## config.mk

```make
export PLATFORM = sky130hd
export DESIGN_NAME = alu_flag_commit
export DESIGN_NICKNAME = d
export VERILOG_FILES = /design/src/rtl/alu_pkg.sv /design/src/rtl/alu_skid_buf2.sv /design/src/rtl/alu_flag_commit.sv
export SDC_FILE = /design/constraint.sdc
export NUM_CORES = 1
export LEC_CHECK = 0
export ABC_AREA = 1
export CORE_MARGIN = 2
export CORE_UTILIZATION = 55
export CTS_CLUSTER_SIZE = 25
export DETAILED_ROUTE_END_ITERATION = 12
export HOLD_SLACK_MARGIN = 0.12
export PLACE_DENSITY = 0.87
export SYNTH_ARGS = -nofsm -noshare
export SYNTH_HDL_FRONTEND = slang
export SYNTH_SLANG_ARGS = --single-unit
```

## constraint.sdc

```tcl
create_clock -name clk -period 3.8 [get_ports clk]
set_input_delay 0.76 -clock clk [delete_from_list [all_inputs] [get_ports clk]]
set_output_delay 0.76 -clock clk [all_outputs]
set_load 0.01 [all_outputs]
```

## src/rtl/alu_pkg.sv

```systemverilog
// ---------------------------------------------------------------------------
// alu_pkg
// Shared definitions for the ALU flag-commit stage:
//   - flag bit positions inside the NZCV vector ({N,Z,C,V})
//   - nzcv_t          : 4-bit flag vector
//   - alu_beat_t      : buffered ALU beat {result, tag} at default widths
//   - buf_state_e     : occupancy states of the 2-entry skid buffer
//   - ALU_W / ALU_TAG_W default datapath and tag widths
// ---------------------------------------------------------------------------
package alu_pkg;

    localparam int ALU_W     = 32;
    localparam int ALU_TAG_W = 4;

    localparam int FLAG_N = 3;
    localparam int FLAG_Z = 2;
    localparam int FLAG_C = 1;
    localparam int FLAG_V = 0;

    typedef logic [3:0] nzcv_t;

    typedef struct packed {
        logic [ALU_W-1:0]     result;
        logic [ALU_TAG_W-1:0] tag;
    } alu_beat_t;

    typedef enum logic [1:0] {
        BUF_EMPTY = 2'd0,
        BUF_ONE   = 2'd1,
        BUF_FULL  = 2'd2
    } buf_state_e;

endpackage

```

## src/rtl/alu_skid_buf2.sv

```systemverilog
// ---------------------------------------------------------------------------
// alu_skid_buf2
// Generic 2-entry valid/ready FIFO buffer. Outputs are driven straight from
// the head register, and in_ready depends only on registered occupancy plus
// flush/reset, so there is no combinational path from out_ready to in_ready.
//
// Parameters:
//   T          payload type (defaults to alu_pkg::alu_beat_t)
// Ports:
//   clk        rising-edge clock
//   rst_n      synchronous active-low reset (empties buffer, clears entries)
//   flush      synchronous drop of all buffered beats
//   in_valid   upstream beat present
//   in_ready   buffer can accept (count<2, not flushing, not in reset)
//   in_data    upstream payload
//   out_valid  head entry valid
//   out_ready  downstream accepts head
//   out_data   head entry payload
// ---------------------------------------------------------------------------
module alu_skid_buf2
    import alu_pkg::*;
#(
    parameter type T = alu_beat_t
) (
    input  logic clk,
    input  logic rst_n,
    input  logic flush,
    input  logic in_valid,
    output logic in_ready,
    input  T     in_data,
    output logic out_valid,
    input  logic out_ready,
    output T     out_data
);

    buf_state_e state_q, state_d;
    T           head_q, head_d;
    T           tail_q, tail_d;
    logic       accept;
    logic       transfer;

    assign in_ready  = (state_q != BUF_FULL) & ~flush & rst_n;
    assign out_valid = (state_q != BUF_EMPTY);
    assign out_data  = head_q;
    assign accept    = in_valid & in_ready;
    assign transfer  = out_valid & out_ready;

    // Occupancy and entry update. In ONE with a simultaneous accept and
    // transfer the head is overwritten in place, which keeps throughput at
    // one beat per cycle without ever using the tail entry.
    always_comb begin
        state_d = state_q;
        head_d  = head_q;
        tail_d  = tail_q;
        if (flush) begin
            state_d = BUF_EMPTY;
        end else begin
            case (state_q)
                BUF_EMPTY: begin
                    if (accept) begin
                        head_d  = in_data;
                        state_d = BUF_ONE;
                    end
                end
                BUF_ONE: begin
                    if (accept && !transfer) begin
                        tail_d  = in_data;
                        state_d = BUF_FULL;
                    end else if (!accept && transfer) begin
                        state_d = BUF_EMPTY;
                    end else if (accept && transfer) begin
                        head_d  = in_data;
                    end
                end
                BUF_FULL: begin
                    if (transfer) begin
                        head_d  = tail_q;
                        state_d = BUF_ONE;
                    end
                end
                default: begin
                    state_d = BUF_EMPTY;
                end
            endcase
        end
    end

    always_ff @(posedge clk) begin
        if (!rst_n) begin
            state_q <= BUF_EMPTY;
            head_q  <= '0;
            tail_q  <= '0;
        end else begin
            state_q <= state_d;
            head_q  <= head_d;
            tail_q  <= tail_d;
        end
    end

endmodule

```

## src/rtl/alu_flag_commit.sv

```systemverilog
// ---------------------------------------------------------------------------
// alu_flag_commit
// Downstream stage of the ALU: buffers each ALU beat (result, tag) through a
// 2-entry skid buffer toward register-file writeback, owns the architectural
// NZCV register and returns the stored carry to the ALU for ADCS/SBCS.
//
// Configuration macro:
//   ALU_CARRY_BYPASS_EN  when defined, carry_to_alu forwards the carry of a
//                        flag-setting beat being accepted this cycle;
//                        otherwise it is the registered C flag only.
//
// Parameters: W (result width), TAG_W (destination tag width)
// Ports:
//   clk, rst_n           clock, synchronous active-low reset
//   flush                drop buffered beats (flags kept)
//   in_valid/in_ready    ALU beat handshake
//   in_result, in_tag    beat payload
//   in_nzcv              ALU flags {N,Z,C,V}
//   in_set_flags         beat updates the flag register
//   out_valid/out_ready  writeback handshake
//   out_result, out_tag  head beat payload
//   apsr_nzcv            architectural flags {N,Z,C,V}
//   carry_to_alu         carry-in for the next ALU op
// ---------------------------------------------------------------------------
module alu_flag_commit
    import alu_pkg::*;
#(
    parameter int W     = ALU_W,
    parameter int TAG_W = ALU_TAG_W
) (
    input  logic             clk,
    input  logic             rst_n,
    input  logic             flush,
    input  logic             in_valid,
    output logic             in_ready,
    input  logic [W-1:0]     in_result,
    input  logic [TAG_W-1:0] in_tag,
    input  logic [3:0]       in_nzcv,
    input  logic             in_set_flags,
    output logic             out_valid,
    input  logic             out_ready,
    output logic [W-1:0]     out_result,
    output logic [TAG_W-1:0] out_tag,
    output logic [3:0]       apsr_nzcv,
    output logic             carry_to_alu
);

    typedef struct packed {
        logic [W-1:0]     result;
        logic [TAG_W-1:0] tag;
    } beat_t;

    beat_t in_beat;
    beat_t out_beat;
    nzcv_t apsr_q, apsr_d;
    logic  flag_commit;

    assign in_beat.result = in_result;
    assign in_beat.tag    = in_tag;

    alu_skid_buf2 #(
        .T(beat_t)
    ) u_buf (
        .clk      (clk),
        .rst_n    (rst_n),
        .flush    (flush),
        .in_valid (in_valid),
        .in_ready (in_ready),
        .in_data  (in_beat),
        .out_valid(out_valid),
        .out_ready(out_ready),
        .out_data (out_beat)
    );

    assign out_result = out_beat.result;
    assign out_tag    = out_beat.tag;

    // Flags commit when the beat is accepted, not when it leaves the buffer,
    // so a dependent carry-consuming op sees the new carry one cycle later
    // even under writeback backpressure. in_ready is low during flush and
    // reset, which blocks any flag update in those cycles.
    assign flag_commit = in_valid & in_ready & in_set_flags;

    always_comb begin
        apsr_d = apsr_q;
        if (flag_commit) begin
            apsr_d = in_nzcv;
        end
    end

    always_ff @(posedge clk) begin
        if (!rst_n) begin
            apsr_q <= '0;
        end else begin
            apsr_q <= apsr_d;
        end
    end

    assign apsr_nzcv = apsr_q;

`ifdef ALU_CARRY_BYPASS_EN
    // Same-cycle forwarding of the producer's carry; the forwarded bit
    // depends on in_valid, so the upstream ALU must not derive in_valid
    // from carry_to_alu.
    assign carry_to_alu = flag_commit ? in_nzcv[FLAG_C] : apsr_q[FLAG_C];
`else
    assign carry_to_alu = apsr_q[FLAG_C];
`endif

endmodule

```

==> flow_summary.json <==
{
  "status": "completed",
  "worst_setup_path_end_kind": "output port",
  "min_period_ns": 2.89,
  "antenna_found_initial": 0,
  "htreeDepth": 3,
  "drtIter0Drc": 275,
  "hold_path.class": "reg2reg",
  "grt_pass1_vias": 3818,
  "r2r.worst_path.cells": 8,
  "worstHoldPathCells": 2,
  "ys_seq_elements": 78,
  "dp.cells": 818,
  "synth_commonest_cells": "nand2_1 (222), inv_1 (112), nor2_1 (84)",
  "async_flop_share_pct": 0,
  "critPathSlowestCell": "clkdlybuf4s50_1",
  "path_clk_slew_ns": 0.07,
  "synth_top_area_share_pct": 37.9,
  "crit_cells": 4,
  "ant_nets": 0,
  "synth-edff-count": 0,
  "cp_num_buf_inv": 2,
  "drive_gt1_share_pct": 4.76,
  "hold_viol_final": 0,
  "crit_family": "buffers and inverters",
  "grt_pass1_wl_mm": 16.7,
  "mappedNetlistArea_um2": 4130,
  "synthDistinctLibCells": 20,
  "wl_per_cell_um": 11.9,
  "root_buffer": "clkbuf_8",
  "crit_path_max_fanout": 33,
  "vias_per_cell": 4.93,
  "cts_buffer_depth": 2,
  "gp_congestion": 0.820,
  "rrSetupSlack_ns": 1.35,
  "place.detailed.hpwl_mm": 6.20,
  "power_frac_clock_pct": 39.0,
  "synth_ff_type": "dfxtp_1",
  "slew-limit-headroom_pct": 35.5,
  "synth_fp_nets": 712,
  "num_rows": 31,
  "postCtsSetupBuffers": 0,
  "synth.avg_cell_area_um2": 6.19,
  "syn_inst": 666,
  "crit_chain": "buf_2 > nand2_1 > nor2_1 > clkdlybuf4s50_1",
  "ys_warn_count": 0,
  "internal_power_mw": 1.33,
  "skew_ns": 0.00725,
  "cts_inserted_buffers": 9,
  "initial_utilization_pct": 56.9,
  "nNetsFinal": 776,
  "layout_setup_ws_ns": 0.910,
  "yosysSeqAreaShare_pct": 37.9,
  "ctsResizeCount": 0,
  "multi_input_comb_area_um2": 1930,
  "fin_util_pct": 71.9,
  "grt_usage_pct": 24.6,
  "switchingPower_uw": 426,
  "chipHeight_um": 90.6,
  "die_width_um": 90.6,
  "powerDensity_nw_per_um2": 337,
  "cap_viol_max_count": 0,
  "io_buffers": 88,
  "drt_pre_antenna_iters": 5,
  "layout_worst_path_cycle_share_pct": 76.1,
  "leakagePower_nw": 2.48,
  "io_pins": 89,
  "dp_slack_ns": 0.906,
  "regArea_um2": 1560,
  "nFillCells": 570,
  "cp.required_ns": 3.04,
  "diodes": 0,
  "rsz0062_at_grt": "false",
  "path_class": "in2out",
  "clock_latency_ns": 0.35,
  "drc": 0,
  "finalSetupViolCount": 0,
  "switching_share_pct": 24.2,
  "cts_tree": "built",
  "fin_cells": 834,
  "clock-sinks": 78,
  "cpPeakStageDelay_ns": 0.55,
  "grt_max_degree": 47,
  "ir_drop_mv": 0.213,
  "combPwrFrac_pct": 13.1,
  "coreArea_um2": 7250,
  "postRouteWirelength_mm": 9.94,
  "max_freq_mhz": 346,
  "tns_ns": 0,
  "slew_viol_final": 0,
  "pwr-share-seq_pct": 47.9,
  "die-area_um2": 8210,
  "vias": 4111,
  "cp-start-kind": "input port",
  "cts_hold_repair.buffers": 0,
  "post-synth-top-count-cell": "nand2_1",
  "worst_pin_slew_ns": 0.966,
  "synthTopCellsByArea": "dfxtp_1 (38%), nand2_1 (20%), inv_1 (10%)",
  "area_growth_pct": 26.4,
  "yosysTopAreaCell": "dfxtp_1",
  "crit_arrival_ns": 2.13,
  "globalRouteOverflowTotal": 0
}
-- per-layer routing --
metal | vias up | share of wire [%] | global-route usage [%]
li1 | 2101 | - | -
met1 | 1857 | 44 | 29.8
met2 | 137 | 48 | 41.8
met3 | 16 | 6.1 | 5.01
met4 | 0 | 2.0 | 11.8
met5 | - | 0 | 0
-- worst min-delay path: stages (launching register included) --
cell and delay [ns]:
dfxtp_1 0.33, a21oi_1 0.04, nor2_1 0.08
-- worst paths after layout --
kind / start / end
min: u_buf.out_data[34] / u_buf.out_data[34]
max reg2reg: u_buf.state_q[0] / u_buf.tail_q[6]
max: rst_n / in_ready
min reg2reg: u_buf.out_data[34] / u_buf.out_data[34]
-- layout by cell type (no fill, tap or decap) --
master | netlist | layout
nand2_2 | 2 | 2
buf_4 | 5 | 4
nand3_4 | 1 | 1
buf_12 | 0 | 2
clkdlybuf4s50_1 | 0 | 87
nor2_4 | 0 | 2
inv_2 | 4 | 4
nor2_1 | 84 | 82
dfxtp_1 | 78 | 78
nand3_1 | 39 | 39
inv_1 | 112 | 112
o21ai_0 | 4 | 4
clkbuf_1 | 8 | 2
bufinv_16 | 0 | 2
nand2_1 | 222 | 222
nor2_8 | 1 | 1
nor2_2 | 1 | 1
buf_2 | 23 | 1
clkinv_2 | 0 | 2
a21oi_1 | 38 | 38
nand2_4 | 2 | 2
nand3b_1 | 36 | 36
clkbuf_8 | 0 | 10
a21oi_4 | 0 | 1
-- area by class of cell --
type                            count  share of cell area, %
Multi-Input combinational cell    431                   37.1
Clock buffer                       12                   2.78
Inverter                          116                   8.35
Tap cell                           99                   2.37
Clock inverter                      4                   1.34
Timing Repair Buffer               94                   18.1
Sequential cell                    78                   29.9
-- cells by family (layout without fill, tap and decap cells) --
kind of cell / count (synthesis) / count (layout) / synth area share, %
AO/OA/AOI/OAI: 43 / 43 / 5.31
buffers and inverters: 157 / 226 / 15.8
flip-flops: 78 / 78 / 37.9
AND/OR/NAND/NOR: 388 / 388 / 41.0
-- per-stage QoR --
stage	power [mW]	hold WS [ns]	cell area, µm²
final	1.76	0.485	5220
after global routing	1.83	0.516	5220
after CTS	1.77	0.488	5220
after detailed placement	1.09	0.471	5000
after global placement	1.09	0.459	5000
after floorplan	0.984	0.486	4130
-- power by group through the flow --
| stage | Combinational [mW] | Clock [mW] | Sequential (mW) |
|---|---|---|---|
| 2_1_floorplan | 0.116 | 0 | 0.868 |
| 5_1_grt | 0.254 | 0.730 | 0.845 |
| 3_5_place_dp | 0.229 | 0 | 0.862 |
| 6_report | 0.230 | 0.687 | 0.843 |
| 3_3_place_gp | 0.225 | 0 | 0.862 |
| 4_1_cts | 0.231 | 0.695 | 0.843 |
-- flip-flops by register name (all words and copies together), names as in the netlist --
name and count:
u_buf.state_q 2, u_buf.out_data 36, u_buf.tail_q 36, apsr_nzcv 4
Power figures use the tool's default switching activity.
